File: src/rtl/seven_seg_pkg.sv
// Shared definitions for the multiplexed seven-segment scanner: segment patterns,
// hex decode and index sizing. Segment bits are {g,f,e,d,c,b,a}, active-low.
package seven_seg_pkg;

  localparam int MAX_DIGITS = 8;

  localparam logic [6:0] SEG_0   = 7'h40;
  localparam logic [6:0] SEG_1   = 7'h79;
  localparam logic [6:0] SEG_2   = 7'h24;
  localparam logic [6:0] SEG_3   = 7'h30;
  localparam logic [6:0] SEG_4   = 7'h19;
  localparam logic [6:0] SEG_5   = 7'h12;
  localparam logic [6:0] SEG_6   = 7'h02;
  localparam logic [6:0] SEG_7   = 7'h78;
  localparam logic [6:0] SEG_8   = 7'h00;
  localparam logic [6:0] SEG_9   = 7'h10;
  localparam logic [6:0] SEG_A   = 7'h08;
  localparam logic [6:0] SEG_B   = 7'h03;
  localparam logic [6:0] SEG_C   = 7'h46;
  localparam logic [6:0] SEG_D   = 7'h21;
  localparam logic [6:0] SEG_E   = 7'h06;
  localparam logic [6:0] SEG_F   = 7'h0E;
  localparam logic [6:0] SEG_OFF = 7'h7F;

  function automatic logic [6:0] hex_to_seg(input logic [3:0] h);
    logic [6:0] s;
    case (h)
      4'h0: s = SEG_0;
      4'h1: s = SEG_1;
      4'h2: s = SEG_2;
      4'h3: s = SEG_3;
      4'h4: s = SEG_4;
      4'h5: s = SEG_5;
      4'h6: s = SEG_6;
      4'h7: s = SEG_7;
      4'h8: s = SEG_8;
      4'h9: s = SEG_9;
      4'hA: s = SEG_A;
      4'hB: s = SEG_B;
      4'hC: s = SEG_C;
      4'hD: s = SEG_D;
      4'hE: s = SEG_E;
      default: s = SEG_F;
    endcase
    return s;
  endfunction

  // Digit index width, $clog2(num_digits), never narrower than one bit.
  function automatic int idx_width(input int num_digits);
    return (num_digits > 1) ? $clog2(num_digits) : 1;
  endfunction

endpackage

File: src/rtl/seven_seg_scanner_seg_decode.sv
// Combinational nibble-to-segment lookup for the currently scanned digit.
module seg_decode
  import seven_seg_pkg::*;
(
  input  logic [3:0] nibble,
  output logic [6:0] seg
);

  assign seg = hex_to_seg(nibble);

endmodule

File: src/rtl/seven_seg_scanner.sv
// N-digit multiplexed common-anode seven-segment driver with guard time, PWM
// brightness, frame-coherent capture and leading-zero suppression.
// Optional per-digit blinking is built when SEVSEG_BLINK_EN is defined.
module seven_seg_scanner
  import seven_seg_pkg::*;
#(
  parameter int NUM_DIGITS   = 4,
  parameter int REFRESH_DIV  = 100000,
  parameter int GUARD_CYCLES = 2,
  parameter int BRIGHT_W     = 4,
  parameter int BLINK_FRAMES = 64
) (
  input  logic                    clk,
  input  logic                    clr,
  input  logic [4*NUM_DIGITS-1:0] digits,
  input  logic [NUM_DIGITS-1:0]   dp_in,
  input  logic [NUM_DIGITS-1:0]   blank,
  input  logic                    lz_en,
  input  logic [BRIGHT_W-1:0]     brightness,
`ifdef SEVSEG_BLINK_EN
  input  logic [NUM_DIGITS-1:0]   blink,
`endif
  output logic [NUM_DIGITS-1:0]   an,
  output logic [6:0]              ca,
  output logic                    dp
);

  localparam int IDX_W  = idx_width(NUM_DIGITS);
  localparam int SLOT_W = $clog2(REFRESH_DIV);

  if (NUM_DIGITS < 2 || NUM_DIGITS > MAX_DIGITS ||
      REFRESH_DIV <= GUARD_CYCLES + 1 || BLINK_FRAMES < 1) begin : g_param_err
    $error("seven_seg_scanner: illegal parameter combination");
  end

  logic [SLOT_W-1:0]       slot_cnt;
  logic [IDX_W-1:0]        idx;
  logic [BRIGHT_W-1:0]     pwm_cnt;
  logic                    started;

  logic [4*NUM_DIGITS-1:0] digits_sh;
  logic [NUM_DIGITS-1:0]   dp_sh;
  logic [NUM_DIGITS-1:0]   blank_sh;
  logic                    lz_sh;
  logic [BRIGHT_W-1:0]     bright_sh;

  logic slot_last, idx_last, frame_wrap, frame_start;
  logic in_guard, pwm_ok, blink_dark, dark_digit, lit;
  logic upper_zero;
  logic [NUM_DIGITS-1:0]   suppress;
  logic [3:0]              sel_nib;
  logic [6:0]              seg;

  assign slot_last   = (slot_cnt == SLOT_W'(REFRESH_DIV - 1));
  assign idx_last    = (idx == IDX_W'(NUM_DIGITS - 1));
  assign frame_wrap  = slot_last && idx_last;
  // Load the snapshot on the first clock out of reset and whenever idx returns to 0.
  assign frame_start = !started || frame_wrap;

  if (GUARD_CYCLES == 0) begin : g_no_guard
    assign in_guard = 1'b0;
  end else begin : g_guard
    assign in_guard = (slot_cnt < SLOT_W'(GUARD_CYCLES));
  end

  always_ff @(posedge clk or negedge clr) begin
    if (!clr) begin
      slot_cnt <= '0;
      idx      <= '0;
      pwm_cnt  <= '0;
      started  <= 1'b0;
    end else begin
      started <= 1'b1;
      pwm_cnt <= pwm_cnt + 1'b1;
      if (slot_last) begin
        slot_cnt <= '0;
        idx      <= idx_last ? '0 : idx + 1'b1;
      end else begin
        slot_cnt <= slot_cnt + 1'b1;
      end
    end
  end

  always_ff @(posedge clk or negedge clr) begin
    if (!clr) begin
      digits_sh <= '0;
      dp_sh     <= '0;
      blank_sh  <= '0;
      lz_sh     <= 1'b0;
      bright_sh <= '0;
    end else if (frame_start) begin
      digits_sh <= digits;
      dp_sh     <= dp_in;
      blank_sh  <= blank;
      lz_sh     <= lz_en;
      bright_sh <= brightness;
    end
  end

`ifdef SEVSEG_BLINK_EN
  localparam int FRAME_W = (BLINK_FRAMES > 1) ? $clog2(BLINK_FRAMES) : 1;

  logic [FRAME_W-1:0]    frame_cnt;
  logic                  blink_phase;
  logic [NUM_DIGITS-1:0] blink_sh;

  always_ff @(posedge clk or negedge clr) begin
    if (!clr) begin
      frame_cnt   <= '0;
      blink_phase <= 1'b0;
      blink_sh    <= '0;
    end else begin
      if (frame_start) blink_sh <= blink;
      if (frame_wrap) begin
        if (frame_cnt == FRAME_W'(BLINK_FRAMES - 1)) begin
          frame_cnt   <= '0;
          blink_phase <= ~blink_phase;
        end else begin
          frame_cnt <= frame_cnt + 1'b1;
        end
      end
    end
  end

  assign blink_dark = blink_phase && blink_sh[idx];
`else
  assign blink_dark = 1'b0;
`endif

  // A digit above 0 is a leading zero when it and every digit above it are 0.
  always_comb begin
    suppress   = '0;
    upper_zero = 1'b1;
    for (int i = NUM_DIGITS - 1; i > 0; i--) begin
      upper_zero  = upper_zero && (digits_sh[4*i +: 4] == 4'h0);
      suppress[i] = lz_sh && upper_zero;
    end
  end

  assign sel_nib    = digits_sh[{idx, 2'b00} +: 4];
  assign pwm_ok     = (bright_sh == '1) || (pwm_cnt < bright_sh);
  assign dark_digit = blank_sh[idx] || suppress[idx] || blink_dark;
  assign lit        = !in_guard && pwm_ok && !dark_digit;

  seg_decode u_seg_decode (
    .nibble (sel_nib),
    .seg    (seg)
  );

  // ca/dp follow the scanned digit even in guard so the pattern settles before the anode turns on.
  always_ff @(posedge clk or negedge clr) begin
    if (!clr) begin
      an <= '1;
      ca <= SEG_OFF;
      dp <= 1'b1;
    end else begin
      an <= lit ? ~(NUM_DIGITS'(1) << idx) : '1;
      ca <= seg;
      dp <= dark_digit ? 1'b1 : ~dp_sh[idx];
    end
  end

endmodule

File: config.mk
export PLATFORM = sky130hd
export DESIGN_NAME = seven_seg_scanner
export DESIGN_NICKNAME = d
export VERILOG_FILES = /design/src/rtl/seven_seg_pkg.sv /design/src/rtl/seven_seg_scanner_seg_decode.sv /design/src/rtl/seven_seg_scanner.sv
export SDC_FILE = /design/constraint.sdc
export NUM_CORES = 1
export LEC_CHECK = 0
export ABC_CLOCK_PERIOD_IN_PS = 2200
export CORE_MARGIN = 4
export CORE_UTILIZATION = 33
export CTS_CLUSTER_DIAMETER = 100
export DETAILED_ROUTE_END_ITERATION = 16
export DONT_BUFFER_PORTS = 1
export GPL_TIMING_DRIVEN = 1
export PLACE_DENSITY = 0.45
export SYNTH_ARGS = -nofsm -noshare
export SYNTH_HDL_FRONTEND = slang
export SYNTH_SLANG_ARGS = --single-unit
File: constraint.sdc
create_clock -name clk -period 2.2 [get_ports clk]
set_input_delay 0.22 -clock clk [delete_from_list [all_inputs] [get_ports clk]]
set_output_delay 0.22 -clock clk [all_outputs]
set_load 0.05 [all_outputs]
# --- Word-level counts from Yosys, hierarchy flattened ---
# Memory sizes are Yosys's and may differ from the RTL's. A register that Yosys moved wholly into a read port is not among the register bits.
# Cells that the tools add are included.
totals:
  register_bits: 58
  rom_bits: 112
  in_bits: 31
  out_inout_bits: 12
  elab_cells: 53
  n_memories: 1
mem_list:
  columns: ["memory", "depth", "width", "rd", "rd_clocked_by_memory_dff", "write_ports", "line_no", "rtl"]
  rows:
  - ["(no name shown)", 16, 7, 1, 1, 0, "seven_seg_pkg.sv:27", "case (h)"]
op_classes:
  add_sub_neg: 3
  n_lt_le_gt_ge: 3
  eq_ne: 3
  n_shift: 2
  muxes: 10
  bitwise: 2
  reduce_logical: 18
op_table:
  columns: ["op", "count"]
  rows:
  - ["17-bit by 1-bit adder with 17-bit output, second input constant", 1]
  - ["17-bit equality test, second input constant", 1]
  - ["17-bit by 2-bit less-than comparator with 1-bit output, second input constant", 1]
  - ["17-bit 2-to-1 mux", 1]
  - ["16-bit by 5-bit variable part select with 4-bit output", 1]
  - ["4-bit logical NOT", 3]
  - ["1-bit logical AND", 8]
  - ["1-bit binary-select mux with 2-bit select", 3]
  - ["4-bit by 1-bit adder with 4-bit output, second input constant", 1]
  - ["4-bit equality test, second input constant", 1]
  - ["1-bit logical NOT", 4]
  - ["4-bit less-than comparator", 1]
  - ["1-bit 2-to-1 mux", 4]
  - ["4-bit 2-to-1 mux", 1]
  - ["4-bit NOT", 1]
  - ["1-bit by 2-bit << shifter with 4-bit output, first input constant", 1]
  - ["1-bit logical OR", 3]
  - ["2-bit by 3-bit less-than comparator with 1-bit output, second input constant", 1]
  - ["2-bit by 1-bit adder with 2-bit output, second input constant", 1]
  - ["2-bit equality test, second input constant", 1]
  - ["2-bit 2-to-1 mux", 1]
  - ["1-bit NOT", 1]

# --- Logic depth before layout (Yosys ltp) ---
depth:
  ltp_word: 10
  ltp_mapped: 8
  mapped_depth_nobuf: 7

# --- Hierarchy ---
# Synthesis repeated with hierarchy kept, for this count alone.
hier_totals:
  cells_unflattened: 249
  hier_area_um2: 3113.0
modules_own_cells:
  columns: ["mod", "instances", "cells_per_inst", "area_each_um2"]
  rows:
  - ["seven_seg_scanner", 1, 214, 2865.2]
  - ["seg_decode", 1, 35, 247.7]

# --- Worst setup path after synthesis ---
# OpenSTA, ideal clock, no wires.
synth_path:
  kind: "register to register"
  from: "register slot_cnt[0]"
  to: "register blank_sh[0]"
  setup_ns: 0.125
  t_arrival_ns: 1.876
  t_required_ns: 2.075
  path_slack_ns: 0.198
  path_stages_with_launch: 7
  period_less_slack_ns: 2.002
  cell_sequence: "dfrtp_1 ha_1 and4_1 nand2_2 o41ai_4 buf_6 mux2_4"
synth_via:
  elab_chain_len: 3
synth_lines:
  columns: ["item", "line_no", "rtl"]
  rows:
  - ["start, declared", "seven_seg_scanner.sv:36", "logic [SLOT_W-1:0] slot_cnt;"]
  - ["start signal, assigned", "seven_seg_scanner.sv:79", "slot_cnt <= slot_cnt + 1'b1;"]
  - ["17-bit equality test", "seven_seg_scanner.sv:54", "assign slot_last = (slot_cnt == SLOT_W'(REFRESH_DIV - 1));"]
  - ["1-bit logical AND", "seven_seg_scanner.sv:56", "assign frame_wrap = slot_last && idx_last;"]
  - ["1-bit logical OR", "seven_seg_scanner.sv:58", "assign frame_start = !started || frame_wrap;"]
  - ["end signal, assigned", "seven_seg_scanner.sv:94", "blank_sh <= blank;"]
  - ["end, declared", "seven_seg_scanner.sv:43", "logic [NUM_DIGITS-1:0] blank_sh;"]
# No other way between the ends.
# A chain may end at the register's enable or synchronous reset.

# --- Worst setup path in the final report ---
layout_path:
  from: "register slot_cnt[12]"
  to: "register digits_sh[5]"
layout_via:
  elab_chain_len: 3
layout_lines:
  columns: ["item", "line_no", "rtl"]
  rows:
  - ["17-bit equality test", "seven_seg_scanner.sv:54", null]
  - ["1-bit logical AND", "seven_seg_scanner.sv:56", null]
  - ["1-bit logical OR", "seven_seg_scanner.sv:58", null]
  - ["end signal, assigned", "seven_seg_scanner.sv:92", "digits_sh <= digits;"]
  - ["end, declared", "seven_seg_scanner.sv:41", "logic [4*NUM_DIGITS-1:0] digits_sh;"]
# No other way between the ends.

==> run_results.csv <==
group,metric,value,unit
final_layout,multi_input_area,1420,sq um
clock_network,clk_latency,0.35,ns
sta,worst_pin_slew,0.591,ns
global_routing,grt_use_met3,0.0447,
global_routing,grt_pass1_wl,10300,um
logic_synthesis,ys_seq_elements,65,
logic_synthesis,synthCells,254,
sta,fmax,486,MHz
worst_setup_path,cp_slowest_cell,"dfrtp_1",
min_path,hold_start,"digits[1]",
final_layout,fillCellCount,899,
global_routing,grt_usage,0.118,
power,switching_share,0.274,
floorplan,die_area,11200,sq um
logic_synthesis,avgSynthCellArea,12.4,sq um
floorplan,coreArea,9280,sq um
logic_synthesis,synth-async-reset-ratio,1.00,
worst_setup_path,crit_type,"flip-flop to flip-flop",
floorplan,std_cell_rows,35,
detailed_routing,via_per_inst,4.68,
floorplan,ioPinCount,43,
final_layout,layout_commonest_cell,"dfrtp_1",
sta,drv_slew,0,
power,clockPowerShare,0.336,
worst_setup_path,required,2.43,ns
flow_run,cap_violations,0,
sta,finalCritPeriodShare,0.935,
sta,hold_violations,0,
placed_design,place_ws,0.128,ns
power,peakVddDrop,213,uV
floorplan,start_util,0.340,
power,power_density,692,nW/um^2
final_layout,diodes,0,
logic_synthesis,netlist.area_leader.share,0.420,
final_layout,areaGrowthSynthToFinish,19.5,%
sta,min_period,2.06,ns
worst_setup_path,crit_path_start,"slot_cnt[12]",
final_layout,regArea,1640,sq um
worst_setup_path,cp_slowest_stage_delay,0.45,ns
power,p_int,1.89,mW
clock_network,cts_tree,"done",
sta,finalSetupViolations,0,
detailed_routing,drt_iter0_drc,30,
logic_synthesis,netlist.top_cell.by_area,"dfrtp_1",
global_routing,grt-ovfl-total,0,
final_layout,layout_common_cells,"dfrtp_1 (53), mux2_4 (20), nand2_1 (19), dlygate4sd3_1 (19), nor2_1 (18)",
clock_network,cts_root_buffer,"clkbuf_8",
detailed_routing,drtPass1Iterations,4,
logic_synthesis,synthesis.area,3150,sq um
worst_setup_path,worstSetupEndpointType,"flip-flop",
worst_setup_path,crit_path_max_fanout,16,
power,seqPwrFrac,0.553,
sta,finalWorstSetupSlack,0.142,ns
clock_network,cts_buffer_depth,2,
floorplan,die_h,106,um
power,p_leak,1.65,nW
worst_setup_path,crit_buf_inv,2,
global_routing,grt_pass1_vias,1947,
placed_design,numPortBuffers,0,
global_routing,met1_usage,0.158,
logic_synthesis,synth_nets,300,
final_layout,nNetsFinal,336,
detailed_routing,num_vias,1984,
logic_synthesis,ys_types,41,
logic_synthesis,ys_top_cells_by_area,"dfrtp_1 (42%), dfstp_2 (10%), mux2_4 (9.5%)",
sta,fin_skew,0.0101,ns
final_layout,drive_above_1_share,0.268,
logic_synthesis,ys_seq_area_frac,0.520,
worst_setup_path,worstPathArrival,2.29,ns
detailed_routing,wirelength,6380,um
placed_design,dp_hpwl,4300,um
detailed_routing,drtAntennaViolNets,0,
clock_network,htree_levels,3,
worst_setup_path,critical-path-top-delay-family,"flip-flops",
global_routing,antenna_found_initial,0,
power,combPwrFrac,0.111,
detailed_routing,drc,0,
worst_setup_path,rr_startpoint,"slot_cnt[12]",
sta,grt_setup_unrepaired,"no",
sta,maxSlewHeadroom,0.603,
min_path,worstHoldPathType,"input port to flip-flop",
global_routing,grt_busiest_layer,"met2",
detailed_routing,wl_per_cell,15.1,um
sta,tns,0,ns
clock_network,numCtsBuffers,9,
clock_network,clk_pin_slew,0.07,ns
clock_network,clock_sinks,65,
logic_synthesis,ys.warnings.count,0,
logic_synthesis,synth_edf_count,0,
worst_setup_path,cp-start-kind,"flip-flop",
power,total_power,2.61,mW
power,p_sw,715,uW
placed_design,gp_congestion,0.735,
floorplan,die_w,106,um
global_routing,grt_max_degree,66,
outcome,status,"completed",
global_routing,gr-usage-met2,0.173,
worst_setup_path,cp_cell_sequence,"nor4_4 > nand2_2 > o41ai_4 > buf_4 > buf_6 > mux2_4",
logic_synthesis,synth_flop_cell,"dfrtp_1",
## cell type report
type / instances / area share
Tap cell: 129 / 0.0428
Timing Repair Buffer: 34 / 0.0923
Clock buffer: 12 / 0.0385
Inverter: 10 / 0.00996
Clock inverter: 4 / 0.00531
Sequential cell: 65 / 0.435
Multi-Input combinational cell: 170 / 0.376
## power by group through the flow
stage	sequential, mW	combinational [mW]	clock, mW
after detailed placement	1.46	0.224	0
after global routing	1.45	0.322	0.964
after global placement	1.47	0.223	0
after CTS	1.44	0.285	0.921
final	1.44	0.289	0.877
after floorplan	1.44	0.191	0
## repair_timing
item                                    4_1_cts  5_1_grt
buffers inserted                              0        2
hold endpoints to repair                     83        0
hold buffers                                 20        0
gates resized for setup                       0        1
endpoints found under the setup margin        0        4
## flip-flops by register name (all words and copies together) (netlist names)
register / count
blank_sh: 4
pwm_cnt: 4
an: 4
lz_sh: 1
bright_sh: 4
dp_sh: 4
idx: 2
digits_sh: 16
ca: 7
dp: 1
started: 1
slot_cnt: 17
## final timing paths
check                               end  slack, ns  cells after the start
setup reg to reg           digits_sh[5]       0.14                      6
min in group asynchronous    pwm_cnt[2]       0.40                      2
max in group asynchronous         ca[1]       1.47                      2
hold / removal             digits_sh[1]       0.02                      1
hold reg to reg              pwm_cnt[0]       0.47                      1
setup / recovery           digits_sh[5]       0.14                      6
## cell usage after synthesis, types with 2 or more instances
cell type,instances
ha_1,15
nand4_1,7
mux2_4,20
buf_2,2
mux4_2,5
nor2_1,18
xnor2_1,9
buf_6,3
o21a_1,2
o21ai_0,12
a21oi_1,2
nand3_1,13
nor4_1,5
nor3_1,4
nor2b_1,4
nand2_1,19
nand2_2,2
mux2_2,7
inv_1,10
dfstp_2,12
clkbuf_1,4
dfrtp_1,53
xor2_1,8
## per-stage QoR
| step | area (sq um) | util | hold slack (ns) | cells |
|---|---|---|---|---|
| after global routing | 3770 | 0.406 | 0.00595 | 424 |
| after floorplan | 3150 | - | -0.0756 | 254 |
| after global placement | 3340 | 0.360 | -0.0739 | 384 |
| final | 3770 | 0.406 | 0.0214 | 424 |
| after detailed placement | 3340 | 0.360 | -0.0739 | 384 |
| after CTS | 3730 | 0.401 | 0.000664 | 420 |
## worst reg2reg max path: cells and delay by family, from the launching register on
family                 cells  cell delay [ns]
AO/OA/AOI/OAI              1             0.35
flip-flops                 1             0.45
multiplexers               1             0.32
AND/OR/NAND/NOR            2             0.45
buffers and inverters      2             0.38
## logic make-up (layout without fill, tap and decap cells)
logic type               count (synthesis)  after routing  share of synthesized area
AO/OA/AOI/OAI                           26             26                     0.0579
XOR/XNOR                                17             17                     0.0472
adder cells (fa/ha/maj)                 15             15                     0.0595
buffers and inverters                   19             60                     0.0305
flip-flops                              65             65                      0.520
multiplexers                            32             32                      0.156
other                                    1              1                    0.00119
AND/OR/NAND/NOR                         79             79                      0.127
## per-layer routing
metal | part of all wire | wire length, um
met5 | 0 | 0
met3 | 0.048 | 306
met4 | 0.017 | 106
met2 | 0.45 | 2840
met1 | 0.49 | 3130
No activity file was read; power rests on OpenSTA's default activity.
